<file path="config.mk">
export PLATFORM = sky130hd
export DESIGN_NAME = memory_access
export DESIGN_NICKNAME = d
export VERILOG_FILES = /design/src/rtl/memory_access_pkg.sv /design/src/rtl/memory_access_lsu_align.sv /design/src/rtl/memory_access.sv
export SDC_FILE = /design/constraint.sdc
export NUM_CORES = 1
export LEC_CHECK = 0
export ABC_AREA = 1
export CORE_AREA = 2 2 145 147
export CTS_BUF_LIST = sky130_fd_sc_hd__clkbuf_8 sky130_fd_sc_hd__clkbuf_16
export CTS_CLUSTER_DIAMETER = 150
export DETAILED_ROUTE_END_ITERATION = 10
export DIE_AREA = 0 0 147 149
export PLACE_DENSITY = 0.79
export SLEW_MARGIN = 20
export SYNTH_ARGS = -nofsm -noshare
export SYNTH_HDL_FRONTEND = slang
export SYNTH_SLANG_ARGS = --single-unit
</file>
<file path="constraint.sdc">
create_clock -name CLK -period 2.55 [get_ports CLK]
set_clock_uncertainty 0.1 [all_clocks]
set_input_delay 0.3825 -clock CLK [delete_from_list [all_inputs] [get_ports CLK]]
set_output_delay 0.3825 -clock CLK [all_outputs]
set_load 0.02 [all_outputs]
</file>
<file path="src/rtl/memory_access_pkg.sv">
// RV32I encodings shared by decode, memory access and writeback.
package memory_access_pkg;

    // Major opcodes
    localparam logic [6:0] OP_LUI    = 7'b0110111;
    localparam logic [6:0] OP_AUIPC  = 7'b0010111;
    localparam logic [6:0] OP_JAL    = 7'b1101111;
    localparam logic [6:0] OP_JALR   = 7'b1100111;
    localparam logic [6:0] OP_BRANCH = 7'b1100011;
    localparam logic [6:0] OP_LCC    = 7'b0000011;
    localparam logic [6:0] OP_SCC    = 7'b0100011;
    localparam logic [6:0] OP_IMM    = 7'b0010011;
    localparam logic [6:0] OP_OP     = 7'b0110011;
    localparam logic [6:0] OP_FENCE  = 7'b0001111;
    localparam logic [6:0] OP_SYS    = 7'b1110011;

    // Load / store widths (funct3)
    localparam logic [2:0] F3_LB  = 3'b000;
    localparam logic [2:0] F3_LH  = 3'b001;
    localparam logic [2:0] F3_LW  = 3'b010;
    localparam logic [2:0] F3_LBU = 3'b100;
    localparam logic [2:0] F3_LHU = 3'b101;
    localparam logic [2:0] F3_SB  = 3'b000;
    localparam logic [2:0] F3_SH  = 3'b001;
    localparam logic [2:0] F3_SW  = 3'b010;

    localparam logic [31:0] NOP_INST = 32'h00000013;

    typedef enum logic [1:0] {
        S_IDLE = 2'd0,
        S_REQ  = 2'd1,
        S_WAIT = 2'd2
    } mem_state_e;

    // Natural alignment check: size comes from funct3[1:0].
    function automatic logic is_aligned(input logic [2:0] f3, input logic [1:0] a);
        case (f3[1:0])
            2'b00:   return 1'b1;
            2'b01:   return ~a[0];
            default: return (a == 2'b00);
        endcase
    endfunction

endpackage

</file>
<file path="src/rtl/memory_access_lsu_align.sv">
// Byte-lane steering: store byte enables / replicated data and load extraction.
module lsu_align
    import memory_access_pkg::*;
(
    input  logic [2:0]  funct3,
    input  logic [1:0]  addr_lo,
    input  logic [31:0] rs2,
    input  logic [31:0] rdata,
    output logic [3:0]  be,
    output logic [31:0] wdata,
    output logic [31:0] ldata
);
    logic [31:0] shifted;

    // Store side: enables follow size and lane, data replicated across lanes.
    always_comb begin
        be    = 4'b1111;
        wdata = rs2;
        case (funct3[1:0])
            2'b00: begin
                be    = 4'b0001 << addr_lo;
                wdata = {4{rs2[7:0]}};
            end
            2'b01: begin
                be    = 4'b0011 << {addr_lo[1], 1'b0};
                wdata = {2{rs2[15:0]}};
            end
            default: ;
        endcase
    end

    // Load side: bring the addressed lane to bit 0, then extend.
    always_comb begin
        shifted = rdata >> {addr_lo, 3'b000};
        case (funct3)
            F3_LB:   ldata = {{24{shifted[7]}}, shifted[7:0]};
            F3_LH:   ldata = {{16{shifted[15]}}, shifted[15:0]};
            F3_LBU:  ldata = {24'h0, shifted[7:0]};
            F3_LHU:  ldata = {16'h0, shifted[15:0]};
            default: ldata = rdata;
        endcase
    end

endmodule

</file>
<file path="src/rtl/memory_access.sv">
// MEM stage: drives the data-memory port, stalls upstream while an access
// is in flight, and owns the MEM/WB pipeline register.
module memory_access
    import memory_access_pkg::*;
#(
    parameter int          XLEN   = 32,
    parameter logic [31:0] RST_PC = 32'h0
) (
    input  logic            CLK,
    input  logic            RES,
    input  logic            EX_MEM_valid,
    input  logic [XLEN-1:0] EX_MEM_pc,
    input  logic [31:0]     EX_MEM_inst,
    input  logic [XLEN-1:0] EX_MEM_alu,
    input  logic [4:0]      EX_MEM_rd,
    input  logic [XLEN-1:0] EX_MEM_rs2,
    output logic            MEM_stall,
    output logic            DMEM_req,
    output logic            DMEM_we,
    output logic [XLEN-1:0] DMEM_addr,
    output logic [XLEN-1:0] DMEM_wdata,
    output logic [3:0]      DMEM_be,
    input  logic            DMEM_gnt,
    input  logic            DMEM_rvalid,
    input  logic [XLEN-1:0] DMEM_rdata,
    output logic            MEM_WB_valid,
    output logic [XLEN-1:0] MEM_WB_pc,
    output logic [31:0]     MEM_WB_inst,
    output logic [XLEN-1:0] MEM_WB_alu,
    output logic [4:0]      MEM_WB_rd,
    output logic [XLEN-1:0] MEM_WB_data,
    output logic            MEM_misalign
);
    mem_state_e  state, state_nxt;
    logic [6:0]  opcode;
    logic [2:0]  funct3;
    logic        is_load, is_store, is_mem, aligned, memop, done;
    logic [31:0] ldata;

    assign opcode   = EX_MEM_inst[6:0];
    assign funct3   = EX_MEM_inst[14:12];
    assign is_load  = EX_MEM_valid & (opcode == OP_LCC);
    assign is_store = EX_MEM_valid & (opcode == OP_SCC);
    assign is_mem   = is_load | is_store;
    assign aligned  = is_aligned(funct3, EX_MEM_alu[1:0]);
    assign memop    = is_mem & aligned;

    assign DMEM_we   = is_store;
    assign DMEM_addr = {EX_MEM_alu[31:2], 2'b00};
    assign MEM_stall = memop & ~done;

    lsu_align u_align (
        .funct3  (funct3),
        .addr_lo (EX_MEM_alu[1:0]),
        .rs2     (EX_MEM_rs2),
        .rdata   (DMEM_rdata),
        .be      (DMEM_be),
        .wdata   (DMEM_wdata),
        .ldata   (ldata)
    );

    // Access FSM state register.
    always_ff @(posedge CLK) begin
        if (RES) state <= S_IDLE;
        else     state <= state_nxt;
    end

    // Next state, request and completion; stores finish on gnt, loads on rvalid.
    always_comb begin
        state_nxt = state;
        DMEM_req  = 1'b0;
        done      = 1'b0;
        case (state)
            S_IDLE, S_REQ: begin
                if (memop) begin
                    DMEM_req = 1'b1;
                    if (DMEM_gnt) begin
                        if (is_store) begin
                            done      = 1'b1;
                            state_nxt = S_IDLE;
                        end else begin
                            state_nxt = S_WAIT;
                        end
                    end else begin
                        state_nxt = S_REQ;
                    end
                end else begin
                    state_nxt = S_IDLE;
                end
            end
            S_WAIT: begin
                if (DMEM_rvalid) begin
                    done      = 1'b1;
                    state_nxt = S_IDLE;
                end
            end
            default: state_nxt = S_IDLE;
        endcase
    end

    // MEM/WB register: capture on completion or non-memory op, else bubble.
    always_ff @(posedge CLK) begin
        if (RES) begin
            MEM_WB_valid <= 1'b0;
            MEM_WB_pc    <= RST_PC;
            MEM_WB_inst  <= NOP_INST;
            MEM_WB_alu   <= '0;
            MEM_WB_rd    <= '0;
            MEM_WB_data  <= '0;
            MEM_misalign <= 1'b0;
        end else begin
            MEM_misalign <= is_mem & ~aligned;
            if (done || (EX_MEM_valid && !is_mem)) begin
                MEM_WB_valid <= 1'b1;
                MEM_WB_pc    <= EX_MEM_pc;
                MEM_WB_inst  <= EX_MEM_inst;
                MEM_WB_alu   <= EX_MEM_alu;
                MEM_WB_rd    <= EX_MEM_rd;
                MEM_WB_data  <= is_load ? ldata : EX_MEM_alu;
            end else begin
                MEM_WB_valid <= 1'b0;
            end
        end
    end

endmodule

</file>
==> results of run 1 <==
-- timing repair --
action / 4_1_cts / 5_1_grt
setup buffers: 1 / 0
cloned: 1 / 0
hold endpoints to repair: 0 / 0
endpoints found under the setup margin: 22 / 57
pin swaps: 1 / 0
gates resized for setup: 7 / 7
-- synth_stat cells (all sizes together) (9+ instances only) --
library cell | n | share of area
a21oi | 13 | 0.0090
o211ai | 9 | 0.0093
clkbuf | 37 | 0.019
o21ai | 30 | 0.021
nand3 | 184 | 0.13
dfxtp | 137 | 0.38
nor2 | 37 | 0.020
nand4 | 135 | 0.12
or2 | 16 | 0.014
buf | 97 | 0.085
inv | 70 | 0.036
nand2 | 304 | 0.16
-- sequential cells by signal, summed over array words and instances, names as in the netlist --
| name | flops |
|---|---|
| MEM_WB_data | 32 |
| MEM_misalign | 1 |
| MEM_WB_rd | 5 |
| MEM_WB_valid | 1 |
| MEM_WB_alu | 32 |
| MEM_WB_pc | 32 |
| MEM_WB_inst | 32 |
| state | 2 |
-- final cells by class --
cell class | instances | area (µm²) | area share
repair buffers | 440 | 4450 | 0.374
clock inverters | 13 | 95.1 | 0.00800
clock buffers | 19 | 453 | 0.0381
multi-input cells | 734 | 3520 | 0.296
flip-flops and latches | 137 | 2740 | 0.231
inverters | 70 | 274 | 0.0231
repair inverters | 1 | 7.51 | 0.000632
well taps | 275 | 344 | 0.0290
-- logic make-up (layout without fill, tap and decap cells) --
family,count (synthesis),in the layout
other,1,2
flip-flops,137,137
AND/OR/NAND/NOR,679,679
AO/OA/AOI/OAI,53,53
buffers and inverters,204,543
-- how the worst min path moves through the flow --
stage	startpoint	end	slack [ns]	cells after the start
detailed placement	MEM_WB_alu[16]	MEM_WB_alu[16]	0.36	2
floorplan	RES	state[1]	0.35	1
global placement	MEM_WB_alu[27]	MEM_WB_alu[27]	0.36	2
global route	MEM_WB_alu[17]	MEM_WB_alu[17]	0.38	2
CTS	MEM_WB_alu[16]	MEM_WB_alu[16]	0.37	2
finish	MEM_WB_pc[6]	MEM_WB_pc[6]	0.37	2
-- critical path: cells and delay by family --
| kind | cells | cell delay (ns) |
|---|---|---|
| buffers and inverters | 4 | 1.22 |
| AND/OR/NAND/NOR | 1 | 0.18 |
| AO/OA/AOI/OAI | 1 | 0.26 |
-- per-stage QoR --
stage          instance area, µm²  power [W]  setup TNS (ns)  worst slack (ns)
2_1_floorplan                7250    0.00308               0             0.442
3_3_place_gp                11300    0.00391          -23.78            -0.270
3_5_place_dp                11300    0.00393          -26.98            -0.325
4_1_cts                     11900    0.00623               0            0.0160
5_1_grt                     11900    0.00643               0           0.00492
6_report                    11900    0.00618               0            0.0267
-- power by group through the flow --
stage | clock, W | sequential [W] | combinational, W
after floorplan | 0 | 0.00253 | 0.000548
after global placement | 0 | 0.00238 | 0.00153
after detailed placement | 0 | 0.00239 | 0.00155
after CTS | 0.00234 | 0.00234 | 0.00156
after global routing | 0.00242 | 0.00235 | 0.00165
final | 0.00230 | 0.00234 | 0.00155
-- routing by layer --
metal,track usage,share of wire
met2,0.441,0.49
met3,0.0667,0.081
met1,0.298,0.40
met4,0.0880,0.027
met5,0,0
==> reports/metrics.yaml, run 1 <==
status: "complete, no violations"
cts.sinks: 137
n_antenna_cell: 0
period_share: 0.990
crit_path_end: "DMEM_wdata[13]"
grt_pass1_vias: 8307
vdd_drop_max_mv: 0.357
cts_made_buffers: 17
grt_overflow: 0
ys_types: 23
report.final.slew_viol_count: 0
synth_edf_count: 0
p_switching_w: 0.00185
cp_data_required_time_ns: 2.07
synthFlopType: "dfxtp_1"
synth_top_family_by_area: "simple AND/OR/NAND/NOR gates"
async_flop_share: 0
slowest_delay_ns: 0.65
hold_buffers: 0
drc: 0
path_cells: "dlygate4sd2_1, inv_1, nand2_2, clkinvlp_4, o21ai_0, clkdlybuf4s50_1"
clkLatencyLatePin_ns: 0.42
finalNonFillerCells: 1689
rsz0062_at_grt: "no"
grt_max_degree: 82
finish.utilization: 0.578
synth-simple-area-share: 0.439
yosysSeqAreaShare: 0.378
hold_ws_ns: 0.367
seqPwrFrac: 0.378
fp.dieW_um: 147
p_sw_frac: 0.299
regToRegEndpoint: "MEM_WB_data[26]"
hold_path_class: "reg2reg"
crit_path_start: "EX_MEM_inst[12]"
synthAdderAreaFrac: 0
final_hold_viol_count: 0
portBuffers: 373
mostFrequentLayoutCells: "365 x clkdlybuf4s50_1, 299 x nand2_1, 183 x nand3_1"
drt_iter0_markers: 582
p_int_w: 0.00433
dpl.cell_count: 1655
dieArea_mm2: 0.0219
period_needed_ns: 2.52
vias: 8627
dr.pass1.iters: 6
startpoint_type: "primary input"
end_kind: "output pin"
drt-wirelength-per-cell_um: 16.8
die_height_um: 149
io_pins: 376
drive_gt1_frac: 0.0948
grt_antenna_before_repair: 0
pwr-share-clk: 0.371
ant_nets: 0
ys_seq_elements: 137
row_count: 53
leakage_nw: 5.48
fillers: 1912
htree_levels: 4
gp_congestion: 0.894
rr_worst_depth: 7
dp_hpwl_um: 21300
share_comb_of_total_power: 0.250
root_buffer: "clkbuf_16"
arrival_ns: 2.04
initial_core_util: 0.353
synth.area.mux_share: 0
cap_violations: 0
finalSetupViolCount: 0
drt_wl_total_um: 28300
final_common_cell: "clkdlybuf4s50_1"
area_delta_synth_final_pct: 63.9
vias_per_cell: 5.11
cp_slowest_cell: "clkdlybuf4s50_1"
tritoncts: "done"
track_usage: 0.251
core_mm2: 0.0206
synthCells: 1074
nets: 1571
syn_area_mm2: 0.00725
synth_compound_area_frac: 0.0419
max_freq_ghz: 0.396
clk_pin_slew_ns: 0.06
cp_max_fo: 8
grt_pass1_wl_um: 43800
clockBufferDepth: 2
r2r_slack_ns: 0.58
crit_type: "in2out"
synth_xor_area_frac: 0
yosysWarnings: 0
synth_area_per_cell_um2: 6.75
power.density_mw_per_mm2: 520
r2r-start: "state[1]"
Note: power is estimated with default switching activity, not from simulation.
==> inputs of run 2 (changes only) <==
- CELL_PAD_IN_SITES_DETAIL_PLACEMENT: default -> 2
- CELL_PAD_IN_SITES_GLOBAL_PLACEMENT: default -> 2
- CORE_AREA: 2 2 145 147 -> default
- CORE_ASPECT_RATIO: default -> 0.75
- CORE_UTILIZATION: default -> 21
- DIE_AREA: 0 0 147 149 -> default
- PLACE_DENSITY: 0.79 -> 0.9
==> run 2 against run 1 <==
Compared with the run above: utilization is 22 points lower; first-iteration DRC count down 19%; routed wire length up 36%; design area increased by 0.99%; combinational power barely moved; critical path depth up 6; highest routed layer unchanged.
==> reports/metrics.yaml, run 2 (synthesis results as in run 1) <==
period_share: 0.971  # -0.0186
final_hold_viol_count: 0  # unchanged
cts_made_buffers: 17  # unchanged
gp_congestion: 0.837  # -6.3%
startpoint_type: "primary input"
grt_max_degree: 79  # -3.7%
finalSetupViolCount: 0  # unchanged
power_w: 0.00657  # +6.3%
slew_headroom: 0.643
clkLatencyLatePin_ns: 0.44  # +0.02 ns
drive_gt1_frac: 0.0872  # -0.00756
status: "complete, no violations"
track_usage: 0.214  # -0.0370
end_kind: "output pin"
crit_path_start: "EX_MEM_inst[3]"
leakage_nw: 5.46  # -0.35%
clk_pin_slew_ns: 0.06  # about the same
rsz0062_at_grt: "yes"
cap_violations: 0  # unchanged
fillers: 3877  # +100%
drt-wirelength-per-cell_um: 20.7  # +24%
die_height_um: 163  # +9.3%
cp_max_fo: 3  # -5
grt_antenna_before_repair: 2  # +2
fp.dieW_um: 217  # +47%
vias: 8822  # +2.3%
highest_layer: "met4"
report.final.slew_viol_count: 0  # unchanged
ant_nets: 0  # unchanged
grt_pass1_vias: 9520  # +15%
max_freq_ghz: 0.404  # +1.9%
row_count: 58  # +9.4%
mostFrequentLayoutCells: "349 x clkdlybuf4s50_1, 296 x nand2_1, 183 x nand3_1"
hold_path_class: "in2reg"
root_buffer: "clkbuf_16"
grt_pass1_wl_um: 57600  # +31%
routed-wl-met3_um: 1960  # -14%
vias_per_cell: 4.77  # -6.6%
wl_met2_um: 18500  # +32%
dieArea_mm2: 0.0353  # +61%
initial_core_util: 0.215  # -0.138
vdd_drop_max_mv: 0.310  # -13%
period_needed_ns: 2.48  # -0.0474 ns
htree_levels: 4  # unchanged
tritoncts: "done"
tightest_slew_ns: 0.536
drt_wl_total_um: 38400  # +36%
crit_type: "in2out"
drc: 0  # unchanged
final_common_cell: "clkdlybuf4s50_1"
finalSetupTns_ns: 0  # unchanged
power.density_mw_per_mm2: 548  # +5.3%
dr.pass1.iters: 4  # -2
nets: 1558  # -0.83%
portBuffers: 373  # unchanged
grt_overflow: 0  # unchanged
wl_met1_um: 16900  # +50%
r2r-start: "state[1]"
dp_hpwl_um: 28200  # +32%
clockBufferDepth: 2  # unchanged
cts.sinks: 137  # unchanged
io_pins: 376  # unchanged
worstHoldStart: "EX_MEM_inst[13]"
drt_iter0_markers: 474  # -19%
area_delta_synth_final_pct: 65.5
arrival_ns: 1.99  # -0.05 ns
cp_data_required_time_ns: 2.07  # about the same
core_mm2: 0.0337  # +64%
==> run 2: layout make-up <==
type / instances / area (µm²) / area share
flip-flops and latches: 137 / 2740 / 0.229
repair buffers: 428 / 4270 / 0.355
clock inverters: 7 / 115 / 0.00959
well taps: 450 / 563 / 0.0469
multi-input cells: 734 / 3530 / 0.294
inverters: 70 / 274 / 0.0228
diodes: 1 / 2.50 / 0.000209
clock buffers: 23 / 508 / 0.0423
==> run 2: timing repair <==
action,CTS,global route
endpoints found under the setup margin,26,3
resized for setup,29,4
hold buffers,0,0
hold endpoints to repair,0,0
cloned,0,0
pin swaps,0,1
setup buffers,2,0
==> run 2: final timing paths <==
path	end	slack [ns]	depth (start not counted)
max	MEM_stall	0.07	12
max reg2reg	MEM_WB_alu[8]	0.57	7
min	state[0]	0.36	4
min reg2reg	MEM_WB_data[11]	0.37	2
==> run 2: per-stage QoR <==
stage               hold WS (ns)  cells  worst slack, ns  instance area (µm²)   util
CTS                        0.333   1849          0.00738                12000  0.355
global route               0.368   1850          -0.0518                12000  0.356
finish                     0.362   1850           0.0741                12000  0.356
global placement           0.356   1817           -0.348                11400  0.337
detailed placement         0.368   1817           -0.503                11400  0.337
floorplan                  0.352   1075            0.442                 7250      -
==> run 2: worst max-delay path: stages <==
cell             delay, ns
clkdlybuf4s50_1       0.43
inv_1                 0.07
nand2_1               0.12
nor2_2                0.18
nand2_2               0.10
nor2_2                0.11
nand3_1               0.09
nand2_2               0.10
nand2_4               0.05
nand3_1               0.07
inv_1                 0.04
clkdlybuf4s15_2       0.25
==> run 2: power by group <==
group          switching, W  internal, W  total [W]
clock              0.000972      0.00168    0.00265
sequential        0.0000765      0.00227    0.00235
combinational      0.000851     0.000724    0.00157
total               0.00190      0.00467    0.00657
==> run 2: routing by layer <==
layer  vias up  GRT usage
met5         -          0
met4         0     0.0803
met3        52     0.0521
met2       242      0.358
met1      4323      0.266
li1       4205          -
==> inputs of run 3 (changes only) <==
- CTS_BUF_LIST: sky130_fd_sc_hd__clkbuf_8 sky130_fd_sc_hd__clkbuf_16 -> default
- CTS_CLUSTER_SIZE: default -> 20
==> run 3 against run 2 <==
Compared with the run above: critical endpoint unchanged; maximum frequency unchanged; total power hardly changed; first-iteration DRC count stayed put; flip-flop and latch count is the same; die area is the same; via count about the same; worst hold slack barely moved; cell count unchanged.
==> reports/metrics.yaml, run 3 (synthesis results as in run 1) <==
status: "complete, no violations"
cts_made_buffers: 17  # unchanged
dpl.cell_count: 1817  # unchanged
period_needed_ns: 2.48  # +0.00000170 ns
dp_slack_ns: -0.503  # unchanged
startpoint_type: "primary input"
grt_pass1_wl_um: 57600  # unchanged
drt_wl_total_um: 38400  # about the same
rr_worst_depth: 7  # unchanged
cp_max_fo: 3  # unchanged
crit_type: "in2out"
setup_ws_ns: 0.0741  # -0.00000170 ns
power_w: 0.00658  # about the same
cp_data_required_time_ns: 2.07  # about the same
htree_levels: 4  # unchanged
finalNonFillerCells: 1850  # unchanged
portBuffers: 373  # unchanged
dr.pass1.iters: 4  # unchanged
track_usage: 0.214  # unchanged
mostFrequentLayoutCells: "349 x clkdlybuf4s50_1, 296 x nand2_1, 183 x nand3_1"
arrival_ns: 1.99  # about the same
grt_overflow: 0  # unchanged
r2r-start: "state[1]"
period_share: 0.971  # about the same
dieArea_mm2: 0.0353  # unchanged
cp_slowest_cell: "clkdlybuf4s50_1"
tritoncts: "done"
dpl-instance-area_mm2: 0.0114  # unchanged
grt_pass1_vias: 9520  # unchanged
report.final.slew_viol_count: 0  # unchanged
end_kind: "output pin"
critPathTopFamily: "simple AND/OR/NAND/NOR gates"
drt_iter0_markers: 474  # unchanged
path_cells: "clkdlybuf4s50_1, inv_1, nand2_1, nor2_2, nand2_2, nor2_2, nand3_1, nand2_2, nand2_4, nand3_1, inv_1, clkdlybuf4s15_2"
worst-path-stages: 12  # unchanged
final_common_cell: "clkdlybuf4s50_1"
slowest_delay_ns: 0.43  # about the same
grt_max_degree: 79  # unchanged
io_pins: 376  # unchanged
cap_violations: 0  # unchanged
nets: 1558  # unchanged
drt-wirelength-per-cell_um: 20.7  # about the same
hold_path_class: "in2reg"
vias: 8821  # -0.011%
vdd_drop_max_mv: 0.310  # about the same
drive_gt1_frac: 0.0872  # unchanged
clockBufferDepth: 2  # unchanged
gp_congestion: 0.837  # unchanged
core_mm2: 0.0337  # unchanged
finalSetupViolCount: 0  # unchanged
row_count: 58  # unchanged
initial_core_util: 0.215  # unchanged
die_height_um: 163  # unchanged
fp.dieW_um: 217  # unchanged
rsz0062_at_grt: "yes"
regToRegEndpoint: "MEM_WB_alu[8]"
dp_hpwl_um: 28200  # unchanged
root_buffer: "clkbuf_16"
finish.utilization: 0.356  # unchanged
final_hold_viol_count: 0  # unchanged
vias_per_cell: 4.77  # about the same
max_freq_ghz: 0.404  # unchanged
crit_path_start: "EX_MEM_inst[3]"
area_delta_synth_final_pct: 65.5  # unchanged
clk_pin_slew_ns: 0.06  # about the same
crit_path_end: "MEM_stall"
cp.buffers_inverters: 4  # unchanged
final_area_mm2: 0.0120  # unchanged
ant_nets: 0  # unchanged
power.density_mw_per_mm2: 548  # about the same
leakage_nw: 5.46  # about the same
r2r_slack_ns: 0.57  # about the same
clkLatencyLatePin_ns: 0.44  # about the same
tightest_slew_ns: 0.536  # unchanged
slew_headroom: 0.643  # unchanged
cts.sinks: 137  # unchanged
grt_antenna_before_repair: 2  # unchanged
drc: 0  # unchanged
run 3: changes by cell type in the layout (fill, tap and decap cells not counted):
cell      delta
clkbuf_1     +1
inv_1        -1
run 3: timing repair:
action | 4_1_cts | 5_1_grt
endpoints found under the setup margin | 26 | 3
hold buffers | 0 | 0
pin swaps | 0 | 1
buffers inserted | 2 | 0
resized for setup | 29 | 4
run 3: stage by stage:
step | TNS (ns) | hold WS, ns
3_5_place_dp | -36.27 | 0.368
5_1_grt | -0.0518 | 0.368
3_3_place_gp | -24.79 | 0.356
6_report | 0 | 0.362
2_1_floorplan | 0 | 0.352
4_1_cts | 0 | 0.333
run 3: area by class of cell:
class | instances | area [µm²]
repair buffers | 428 | 4270
multi-input cells | 734 | 3530
flip-flops and latches | 137 | 2740
inverters | 70 | 274
clock buffers | 24 | 512
diodes | 1 | 2.50
fillers | 3877 | 21700
well taps | 450 | 563
clock inverters | 6 | 111
run 3: worst reg2reg max path, delay by kind of cell, from the launching register on:
kind                   cells  cell delay, ns
buffers and inverters      3            0.84
AND/OR/NAND/NOR            3            0.43
flip-flops                 1            0.41
AO/OA/AOI/OAI              1            0.12
run 3: routing by layer:
metal | up-vias | global-route usage | share of wire
met5 | - | 0 | 0
met4 | 0 | 0.0803 | 0.027
met3 | 52 | 0.0521 | 0.051
met2 | 242 | 0.358 | 0.48
met1 | 4322 | 0.266 | 0.44
li1 | 4205 | - | -
run 3: worst min path at each step:
| stage | from | endpoint | slack [ns] | cells past startpoint |
|---|---|---|---|---|
| after global placement | MEM_WB_alu[10] | MEM_WB_alu[10] | 0.36 | 2 |
| after CTS | EX_MEM_inst[13] | state[0] | 0.33 | 4 |
| after global routing | EX_MEM_inst[13] | state[0] | 0.37 | 4 |
| final | EX_MEM_inst[13] | state[0] | 0.36 | 4 |
| after detailed placement | MEM_WB_data[11] | MEM_WB_data[11] | 0.37 | 2 |
| after floorplan | RES | state[1] | 0.35 | 1 |
run 3: power breakdown:
part	leakage [nW]	switching [W]	total [W]	internal [W]
Combinational	4.02	0.000851	0.00157	0.000724
Sequential	1.13	0.0000765	0.00235	0.00227
Clock	0.304	0.000972	0.00266	0.00168
Total	5.46	0.00190	0.00658	0.00468
